**config.mk**
```make
export PLATFORM = sky130hd
export DESIGN_NAME = ldpc_cnu_serial
export DESIGN_NICKNAME = d
export VERILOG_FILES = /design/src/rtl/ldpc_cnu_serial.sv
export SDC_FILE = /design/constraint.sdc
export NUM_CORES = 1
export LEC_CHECK = 0
export CAP_MARGIN = 20
export CORE_MARGIN = 3
export CORE_UTILIZATION = 42
export DETAILED_ROUTE_END_ITERATION = 6
export PLACE_DENSITY_LB_ADDON = 0.25
export SETUP_SLACK_MARGIN = 0.15
export SYNTH_ARGS = -nofsm -noshare
export SYNTH_HDL_FRONTEND = slang
export SYNTH_SLANG_ARGS = --single-unit
export TNS_END_PERCENT = 10
```
**constraint.sdc**
```tcl
create_clock -name clk -period 5.1 [get_ports clk]
set_input_delay 1.02 -clock clk [delete_from_list [all_inputs] [get_ports clk]]
set_output_delay 1.02 -clock clk [all_outputs]
set_load 0.1 [all_outputs]
```
**src/rtl/ldpc_cnu_serial.sv**
```systemverilog
// Serial offset-min-sum check-node unit: collects one row of variable-to-check
// messages, then streams the check-to-variable messages back while the next row collects.
module ldpc_cnu_serial #(
  parameter int ROW_WEIGHT = 24,
  parameter int LLR_WIDTH  = 8,
  parameter int OFFSET     = 1
) (
  input  logic                          clk,
  input  logic                          rst,
  input  logic                          in_valid,
  input  logic [LLR_WIDTH-1:0]          in_data,
  output logic                          out_valid,
  output logic [LLR_WIDTH-1:0]          out_data,
  output logic [$clog2(ROW_WEIGHT)-1:0] out_idx,
  output logic                          out_last
);

  localparam int IW = $clog2(ROW_WEIGHT);
  localparam int MW = LLR_WIDTH - 1;
  localparam logic [MW-1:0] MAG_MAX  = {MW{1'b1}};
  localparam logic [MW-1:0] OFF      = MW'(OFFSET);
  localparam logic [IW-1:0] LAST_POS = IW'(ROW_WEIGHT - 1);

  typedef enum logic {IDLE = 1'b0, EMIT = 1'b1} state_t;

  // The most negative code has no positive twin, so it saturates to MAG_MAX.
  function automatic logic [MW-1:0] sat_mag(input logic [LLR_WIDTH-1:0] x);
    logic [LLR_WIDTH-1:0] neg;
    neg = ~x + LLR_WIDTH'(1);
    if (x[LLR_WIDTH-1] == 1'b0) begin
      sat_mag = x[MW-1:0];
    end else if (x[MW-1:0] == {MW{1'b0}}) begin
      sat_mag = MAG_MAX;
    end else begin
      sat_mag = neg[MW-1:0];
    end
  endfunction

  function automatic logic [MW-1:0] offset_sub(input logic [MW-1:0] mag);
    if (mag > OFF) begin
      offset_sub = mag - OFF;
    end else begin
      offset_sub = {MW{1'b0}};
    end
  endfunction

  function automatic logic [LLR_WIDTH-1:0] apply_sign(input logic sign, input logic [MW-1:0] mag);
    logic [LLR_WIDTH-1:0] ext;
    ext = {1'b0, mag};
    if (sign) begin
      apply_sign = ~ext + LLR_WIDTH'(1);
    end else begin
      apply_sign = ext;
    end
  endfunction

  // Collection state
  logic [IW-1:0]         in_cnt;
  logic [MW-1:0]         min1, min2;
  logic [IW-1:0]         idx1;
  logic                  sign_acc;
  logic [ROW_WEIGHT-1:0] sign_vec;

  // Emission bank and FSM
  logic [MW-1:0]         b_min1, b_min2;
  logic [IW-1:0]         b_idx1;
  logic                  b_sign_acc;
  logic [ROW_WEIGHT-1:0] b_sign_vec;
  state_t                state;
  logic [IW-1:0]         out_cnt;

  logic                  m_sign;
  logic [MW-1:0]         m_mag;
  logic [MW-1:0]         nxt_min1, nxt_min2;
  logic [IW-1:0]         nxt_idx1;
  logic                  nxt_sign_acc;
  logic [ROW_WEIGHT-1:0] nxt_sign_vec;
  logic                  row_close;
  logic [MW-1:0]         sel_mag;
  logic [LLR_WIDTH-1:0]  emit_data;

  // Running two-minimum update including the message on in_data this cycle.
  always_comb begin
    m_sign       = in_data[LLR_WIDTH-1];
    m_mag        = sat_mag(in_data);
    nxt_min1     = min1;
    nxt_min2     = min2;
    nxt_idx1     = idx1;
    if (m_mag < min1) begin
      nxt_min2 = min1;
      nxt_min1 = m_mag;
      nxt_idx1 = in_cnt;
    end else if (m_mag < min2) begin
      nxt_min2 = m_mag;
    end else begin
      nxt_min2 = min2;
    end
    nxt_sign_acc         = sign_acc ^ m_sign;
    nxt_sign_vec         = sign_vec;
    nxt_sign_vec[in_cnt] = m_sign;
    row_close            = in_valid && (in_cnt == LAST_POS);
  end

  // Collection registers; idle cycles hold everything.
  always_ff @(posedge clk or posedge rst) begin
    if (rst) begin
      in_cnt   <= {IW{1'b0}};
      min1     <= MAG_MAX;
      min2     <= MAG_MAX;
      idx1     <= {IW{1'b0}};
      sign_acc <= 1'b0;
      sign_vec <= {ROW_WEIGHT{1'b0}};
    end else if (in_valid) begin
      if (row_close) begin
        in_cnt   <= {IW{1'b0}};
        min1     <= MAG_MAX;
        min2     <= MAG_MAX;
        idx1     <= {IW{1'b0}};
        sign_acc <= 1'b0;
        sign_vec <= {ROW_WEIGHT{1'b0}};
      end else begin
        in_cnt   <= in_cnt + IW'(1);
        min1     <= nxt_min1;
        min2     <= nxt_min2;
        idx1     <= nxt_idx1;
        sign_acc <= nxt_sign_acc;
        sign_vec <= nxt_sign_vec;
      end
    end
  end

  // Emission bank: loaded only at row close with the final row summary.
  always_ff @(posedge clk or posedge rst) begin
    if (rst) begin
      b_min1     <= MAG_MAX;
      b_min2     <= MAG_MAX;
      b_idx1     <= {IW{1'b0}};
      b_sign_acc <= 1'b0;
      b_sign_vec <= {ROW_WEIGHT{1'b0}};
    end else if (row_close) begin
      b_min1     <= nxt_min1;
      b_min2     <= nxt_min2;
      b_idx1     <= nxt_idx1;
      b_sign_acc <= nxt_sign_acc;
      b_sign_vec <= nxt_sign_vec;
    end
  end

  // Extrinsic message for position out_cnt: exclude own contribution.
  always_comb begin
    if (out_cnt == b_idx1) begin
      sel_mag = b_min2;
    end else begin
      sel_mag = b_min1;
    end
    emit_data = apply_sign(b_sign_acc ^ b_sign_vec[out_cnt], offset_sub(sel_mag));
  end

  // Emission FSM with registered outputs; a row close on the last emit cycle chains rows.
  always_ff @(posedge clk or posedge rst) begin
    if (rst) begin
      state     <= IDLE;
      out_cnt   <= {IW{1'b0}};
      out_valid <= 1'b0;
      out_data  <= {LLR_WIDTH{1'b0}};
      out_idx   <= {IW{1'b0}};
      out_last  <= 1'b0;
    end else begin
      case (state)
        IDLE: begin
          out_valid <= 1'b0;
          out_last  <= 1'b0;
          out_cnt   <= {IW{1'b0}};
          if (row_close) begin
            state <= EMIT;
          end
        end
        EMIT: begin
          out_valid <= 1'b1;
          out_data  <= emit_data;
          out_idx   <= out_cnt;
          out_last  <= (out_cnt == LAST_POS);
          if (out_cnt == LAST_POS) begin
            out_cnt <= {IW{1'b0}};
            state   <= row_close ? EMIT : IDLE;
          end else begin
            out_cnt <= out_cnt + IW'(1);
          end
        end
        default: begin
          state     <= IDLE;
          out_cnt   <= {IW{1'b0}};
          out_valid <= 1'b0;
          out_last  <= 1'b0;
        end
      endcase
    end
  end

endmodule

```
==> results of run 1 <==
## logic make-up (layout without fill, tap and decap cells)
| family | count (synthesis) | count (layout) |
|---|---|---|
| simple gates | 260 | 260 |
| compound gates | 152 | 152 |
| flops | 113 | 113 |
| buf+inv | 69 | 90 |
| mux | 53 | 53 |
| fa+ha+maj | 21 | 21 |
| xor+xnor | 19 | 19 |
## state kept, by name (all words and copies together), names as in the netlist, 7 cells and up
| register | count |
|---|---|
| sign_vec | 23 |
| min2 | 7 |
| out_data | 8 |
| b_min1 | 7 |
| b_sign_vec | 24 |
| min1 | 7 |
| b_min2 | 7 |
## tightest hold or removal path, stage by stage, from the launching register on
cell and delay, ns:
dfrtp_1 0.33, nand2_1 0.05, nand2_1 0.05
## routing by layer
metal	vias to the layer above	routed length [um]
met2	127	6380
li1	2423	-
met1	2374	7050
met5	-	0
met3	15	611
met4	0	215
## worst max-delay path by stage
| stage | start | end | slack, ns | cells past startpoint |
|---|---|---|---|---|
| final | in_data[0] | min2[6] | 0.74 | 14 |
| after floorplan | rst | b_idx1[0] | 1.14 | 1 |
| after global placement | in_data[0] | min2[6] | 0.45 | 14 |
| after CTS | in_data[0] | min2[6] | 0.79 | 14 |
| after global routing | in_data[0] | min2[6] | 0.49 | 14 |
| after detailed placement | in_data[0] | min2[6] | 0.37 | 14 |
## synth_stat cells (8+ instances only)
library cell  instances
a22o_1               10
ha_1                 21
nor2_1               53
clkbuf_1             28
nand2_1             143
a21oi_1              25
inv_1                24
dfrtp_1              85
xor2_1                8
dfstp_2              28
xnor2_1              11
o21ai_0              49
nand3_1               9
mux2i_1              40
nor3_1                8
a31oi_1              15
## power breakdown
part | internal, mW | switching (mW) | leakage [nW]
clock network | 0.715 | 0.424 | 0.275
logic | 0.946 | 1.55 | 1.74
registers | 1.28 | 0.296 | 1.42
total | 2.95 | 2.27 | 3.44
## stage by stage
| step | hold slack [ns] | utilization (%) |
|---|---|---|
| after floorplan | 0.374 | - |
| after global placement | 0.452 | 45.7 |
| after detailed placement | 0.457 | 45.7 |
| after CTS | 0.476 | 49.5 |
| after global routing | 0.507 | 49.5 |
| final | 0.469 | 49.5 |
## final cells by class
| type | instances | area [um2] | share of cell area [%] |
|---|---|---|---|
| Clock buffer | 18 | 429 | 5.89 |
| Clock inverter | 14 | 143 | 1.96 |
| Inverter | 24 | 92.6 | 1.27 |
| Multi-Input combinational cell | 505 | 3210 | 44.0 |
| Sequential cell | 113 | 2860 | 39.3 |
| Tap cell | 184 | 230 | 3.16 |
| Timing Repair Buffer | 34 | 318 | 4.36 |
==> out/metrics.csv, run 1 <==
stage,metric,value,unit
status,status,finished clean,
cts,post-cts repair resize count,0,
layout,"commonest non-fill, non-tap cells in the layout","143 x nand2_1, 85 x dfrtp_1, 53 x nor2_1",
hold_path,HP Start,b_sign_vec[7],
layout,Nets,727,
layout,"commonest non-fill, non-tap cell in the layout",nand2_1,
cts,Root Driver,clkbuf_16,
global_routing,vias in the first global route,4731,
pwr,Power Density,716,nW/um2
cts,CTS tree,built,
critical_path,FF-to-FF setup slack,1.45,ns
sta,Layout Skew,0.00752,ns
global_routing,met1 GRT Util,26.6,%
cts,Inserted Clock Buffers,17,
route,drt first pass iters,5,
logic_synthesis,Async SR Flop Fraction,100,%
layout,# diodes,0,
critical_path,Worst setup SP type,input pin,
global_routing,first-pass GRT wire length,24200,um
logic_synthesis,XOR/XNOR Fraction of Synth Area,2.60,%
hold_path,worst hold path type,reg -> reg,
pwr,Max IR drop VDD,286,uV
cts,clk_lat worst skew,0.41,ns
global_routing,largest net degree at the start of global routing,49,
sta,# setup viols final,0,
sta,setup ws final,0.735,ns
critical_path,crit-path max FO,19,
critical_path,Reg-to-Reg Start,out_cnt[1],
floorplanning,Starting Density,43.5,%
sta,Slew @ Worst Pin,0.970,ns
sta,Final Max Slew Viols,0,
layout,fin cells,892,
logic_synthesis,Synth area leaders,"dfrtp_1 33%, dfstp_2 12%, nand2_1 8.4%",
placed_design,hpwl dp,9860,um
critical_path,Top delay family on crit path,simple AND/OR/NAND/NOR gates,
logic_synthesis,"Avg Cell Area, Syn",9.30,um2
hold_path,Hold Path Cell Cnt,2,
placed_design,Post-Place Cell Area,6710,um2
global_routing,layer with the highest usage,met2,
cts,H-tree Lvls,4,
floorplanning,Die Ht,129,um
floorplanning,die width,129,um
sta,Rel. slew slack,35.1,%
logic_synthesis,largest family of logic cells by synthesized area,simple AND/OR/NAND/NOR gates,
route,Iter 0 DRT Violations,364,
logic_synthesis,Main synth FF type,dfrtp_1,
logic_synthesis,Yosys top cell area share,33.3,%
route,total number of vias,4939,
sta,Final Hold Fails,0,
floorplanning,row count,44,
layout,Fillers,1345,
sta,final worst path period share,85.6,%
global_routing,number of antenna violations at the first check in global routing,0,
cts,hold buffers post-CTS,0,
placed_design,IO Port Bufs,25,
critical_path,Critical Path Slowest Stage Cell,or3b_2,
hold_path,Hold Path Sink,b_sign_vec[7],
logic_synthesis,Post-synth EDFFs,0,
critical_path,CP Buf/Inv Count,3,
sta,Max Clk Rate,229,MHz
critical_path,reg2reg path depth,14,
global_routing,Global Route Usage Sum,18.2,%
floorplanning,# IOs,26,
critical_path,CP required,5.40,ns
layout,layout cells sized above 1,12.3,%
global_routing,GRT met2 Usage,27.2,%
route,Routed WL,14300,um
sta,setup_tns,0,ns
logic_synthesis,"area leader, netlist",dfrtp_1,
global_routing,GR Util met3,3.34,%
layout,"Area growth, synth to finish",14.0,%
logic_synthesis,"Seq/Total Area, Yosys",44.8,%
cts,setup bufs post-CTS,0,
critical_path,Crit path largest cell delay,0.49,ns
route,DRC Markers,0,
layout,fin area,7280,um2
logic_synthesis,Seq cells post-synth,113,
placed_design,Cells after DPL,860,
critical_path,Worst setup EP type,flip-flop,
sta,RSZ-0062 raised after global routing,false,
global_routing,GRT overflow,0,
cts,clk sinks,113,
critical_path,worst r2r dst,out_data[4],
critical_path,CP arrival,4.67,ns
logic_synthesis,Netlist cell types,62,
floorplanning,total die area,16700,um2
logic_synthesis,simple-gate share of the synthesized area,17.9,%
logic_synthesis,syn_nets,719,
logic_synthesis,post-synthesis compound-gate area fraction,15.8,%
route,number of vias per cell,5.54,
placed_design,worst slack at placement,0.367,ns
critical_path,CP Class,in -> reg,
placed_design,GP Congestion,0.851,
flow_run,Max-Cap Viols,0,
route,Avg WL per Cell,16.0,um
floorplanning,core area,14700,um2
pwr,Power Total,5.22,mW
critical_path,CP Cell Sequence,"clkdlybuf4s50_1, inv_1, ha_1, or3b_2, or2_1, nand2_1, ha_1, a21o_1, a21oi_1, o21a_1, a31o_2, buf_4, mux2i_1, a21oi_1",
logic_synthesis,Mapped Area,6390,um2
cts,Clock Path Buffers,2,
route,ANT nets after route,0,
logic_synthesis,Adder-Cell Fraction of Synth Area,4.11,%
logic_synthesis,synth warn,0,
cts,"Reg clk slew, reported paths",0.05,ns
pwr,Leak Pwr,3.44,nW
logic_synthesis,cell count after synthesis,687,
logic_synthesis,mux contribution to synthesized area,9.85,%
sta,minimum clock period,4.36,ns
(Power assumes the default switching activity.)
==> run 2: changes to the inputs <==
CTS_CLUSTER_SIZE = 10   (was default)
==> results of run 2 <==
The final DEF is identical to that of run 1; final timing and power are the same.
==> run 3: changes to the inputs <==
PLACE_DENSITY_LB_ADDON = default   (was 0.25)
==> run 3 against run 2 <==
  * Sequential share of layout area is essentially flat
  * Final cell count up 0.11%
  * Combinational power barely moved
  * Critical endpoint is now b_min2[6]
  * Largest cell class unchanged
  * Largest power group unchanged
==> out/metrics.csv, run 3 (synthesis gave the netlist of run 1 again) <==
stage,metric,value,unit
pwr,Sw Pwr,2.25,mW
critical_path,CP Cell Sequence,"clkdlybuf4s50_1, inv_1, ha_1, or3b_2, or2_1, nand2_1, ha_1, a21o_1, a21oi_1, o21ai_0, nand2_1, mux2_2, mux2i_1, o21ai_0",
pwr,Leak Pwr,3.45,nW
sta,Final Hold Fails,0,
floorplanning,row count,44,
layout,"commonest non-fill, non-tap cell in the layout",nand2_1,
critical_path,CP Class,in -> reg,
layout,# diodes,0,
floorplanning,core area,14700,um2
global_routing,first-pass GRT wire length,24800,um
layout,max FFs per register,24,
floorplanning,Die Ht,129,um
global_routing,GRT overflow,0,
critical_path,Crit path largest cell delay,0.48,ns
cts,clk_lat worst skew,0.42,ns
cts,post-cts repair resize count,0,
route,total number of vias,4932,
critical_path,FF-to-FF setup slack,1.45,ns
sta,# setup viols final,0,
status,status,finished clean,
sta,worst hold slack,0.469,ns
global_routing,largest net degree at the start of global routing,48,
global_routing,number of antenna violations at the first check in global routing,0,
critical_path,CP required,5.42,ns
layout,Largest regs,"b_sign_vec: 24 flops, sign_vec: 23 flops, out_data: 8 flops",
cts,clk sinks,113,
route,Iter 0 DRT Violations,310,
route,Routed WL,14600,um
cts,Clock Path Buffers,2,
floorplanning,Starting Density,43.5,%
critical_path,Critical Path Slowest Stage Cell,or3b_2,
sta,Slew @ Worst Pin,0.975,ns
pwr,switch share,43.0,%
placed_design,GP Congestion,0.855,
hold_path,Hold Path Sink,b_sign_vec[23],
cts,Inserted Clock Buffers,17,
hold_path,HP Start,b_sign_vec[23],
pwr,Power Total,5.24,mW
pwr,Int Pwr,2.99,mW
global_routing,Global Route Usage Sum,18.5,%
critical_path,reg2reg path depth,14,
pwr,Max IR drop VDD,300,uV
route,Avg WL per Cell,16.4,um
sta,setup_tns,0,ns
cts,"Reg clk slew, reported paths",0.05,ns
layout,"commonest non-fill, non-tap cells in the layout","143 x nand2_1, 85 x dfrtp_1, 53 x nor2_1",
hold_path,Hold Path Cell Cnt,2,
route,drt first pass iters,5,
layout,most flop-heavy register,b_sign_vec,
critical_path,CP arrival,4.64,ns
critical_path,Worst setup EP type,flip-flop,
floorplanning,die width,129,um
sta,final worst path period share,84.8,%
layout,layout cells sized above 1,11.8,%
critical_path,worst r2r dst,out_data[4],
pwr,logic gate share of total power,47.9,%
pwr,sequential fraction of design power,30.3,%
cts,setup bufs post-CTS,0,
layout,"Area growth, synth to finish",14.1,%
cts,Root Driver,clkbuf_16,
sta,Layout Skew,0.0139,ns
route,ANT nets after route,0,
sta,Rel. slew slack,34.8,%
hold_path,worst hold path type,reg -> reg,
pwr,Power Density,719,nW/um2
critical_path,Worst setup SP type,input pin,
critical_path,crit-path max FO,12,
cts,CTS tree,built,
sta,RSZ-0062 raised after global routing,false,
floorplanning,# IOs,26,
global_routing,vias in the first global route,4869,
cts,H-tree Lvls,4,
layout,Nets,728,
cts,hold buffers post-CTS,0,
flow_run,Max-Cap Viols,0,
sta,Final Max Slew Viols,0,
route,DRC Markers,0,
route,number of vias per cell,5.52,
sta,Max Clk Rate,231,MHz
critical_path,Reg-to-Reg Start,out_cnt[1],
pwr,clock share of power,21.8,%
sta,minimum clock period,4.33,ns
placed_design,hpwl dp,10100,um
floorplanning,total die area,16700,um2
placed_design,IO Port Bufs,25,
run 3: cell count changes in the layout (fill, tap and decap cells not counted), sizes merged:
cell | before | now
clkbuf | 18 | 25
clkinv | 9 | 5
clkinvlp | 3 | 0
buf | 9 | 10
run 3: how the worst max path moves through the flow:
stage / end / from / cells past startpoint / slack (ns)
global placement: b_min2[6] / in_data[0] / 14 / 0.55
detailed placement: b_min2[6] / in_data[0] / 14 / 0.43
finish: b_min2[6] / in_data[0] / 14 / 0.77
CTS: b_min2[6] / in_data[0] / 14 / 0.79
floorplan: b_idx1[0] / rst / 1 / 1.14
global route: b_min2[6] / in_data[0] / 14 / 0.45
run 3: per-stage QoR:
step | utilization [%] | setup slack [ns] | instance area (um2) | cells
2_1_floorplan | - | 1.14 | 6390 | 687
3_3_place_gp | 45.7 | 0.546 | 6720 | 861
3_5_place_dp | 45.7 | 0.426 | 6720 | 861
4_1_cts | 49.6 | 0.788 | 7290 | 893
5_1_grt | 49.6 | 0.455 | 7290 | 893
6_report | 49.6 | 0.774 | 7290 | 893
run 3: power by group through the flow:
stage                     clock, mW  combinational [mW]  sequential, mW
after floorplan                   0                1.76            1.79
after global placement            0                2.46            1.58
after detailed placement          0                2.50            1.59
after CTS                      1.17                2.52            1.58
after global routing           1.21                2.78            1.63
final                          1.14                2.51            1.59
run 3: worst max-delay path: cells and delay by family:
kind                       cells  cell delay, ns
and+or+nand+nor                4            1.41
buffers and inverters          2            0.54
muxes                          2            0.56
AOI/OAI and AO/OA              4            0.65
adders and majority gates      2            0.46
run 3: layout make-up:
class                   instances  area, um2
clock buffers                  25        485
clock inverters                 7       85.1
fillers                      1350       7410
inverters                      24       92.6
multi-input cells             505       3210
flip-flops and latches        113       2860
well taps                     184        230
repair buffers                 35        325
run 3: metal layers:
layer / share of wire [%] / routed length, um / global-route usage [%]
met1: 51 / 7440 / 26.9
met4: 1.3 / 194 / 5.68
met3: 3.2 / 476 / 3.17
met2: 45 / 6540 / 28.5
met5: 0 / 0 / 0
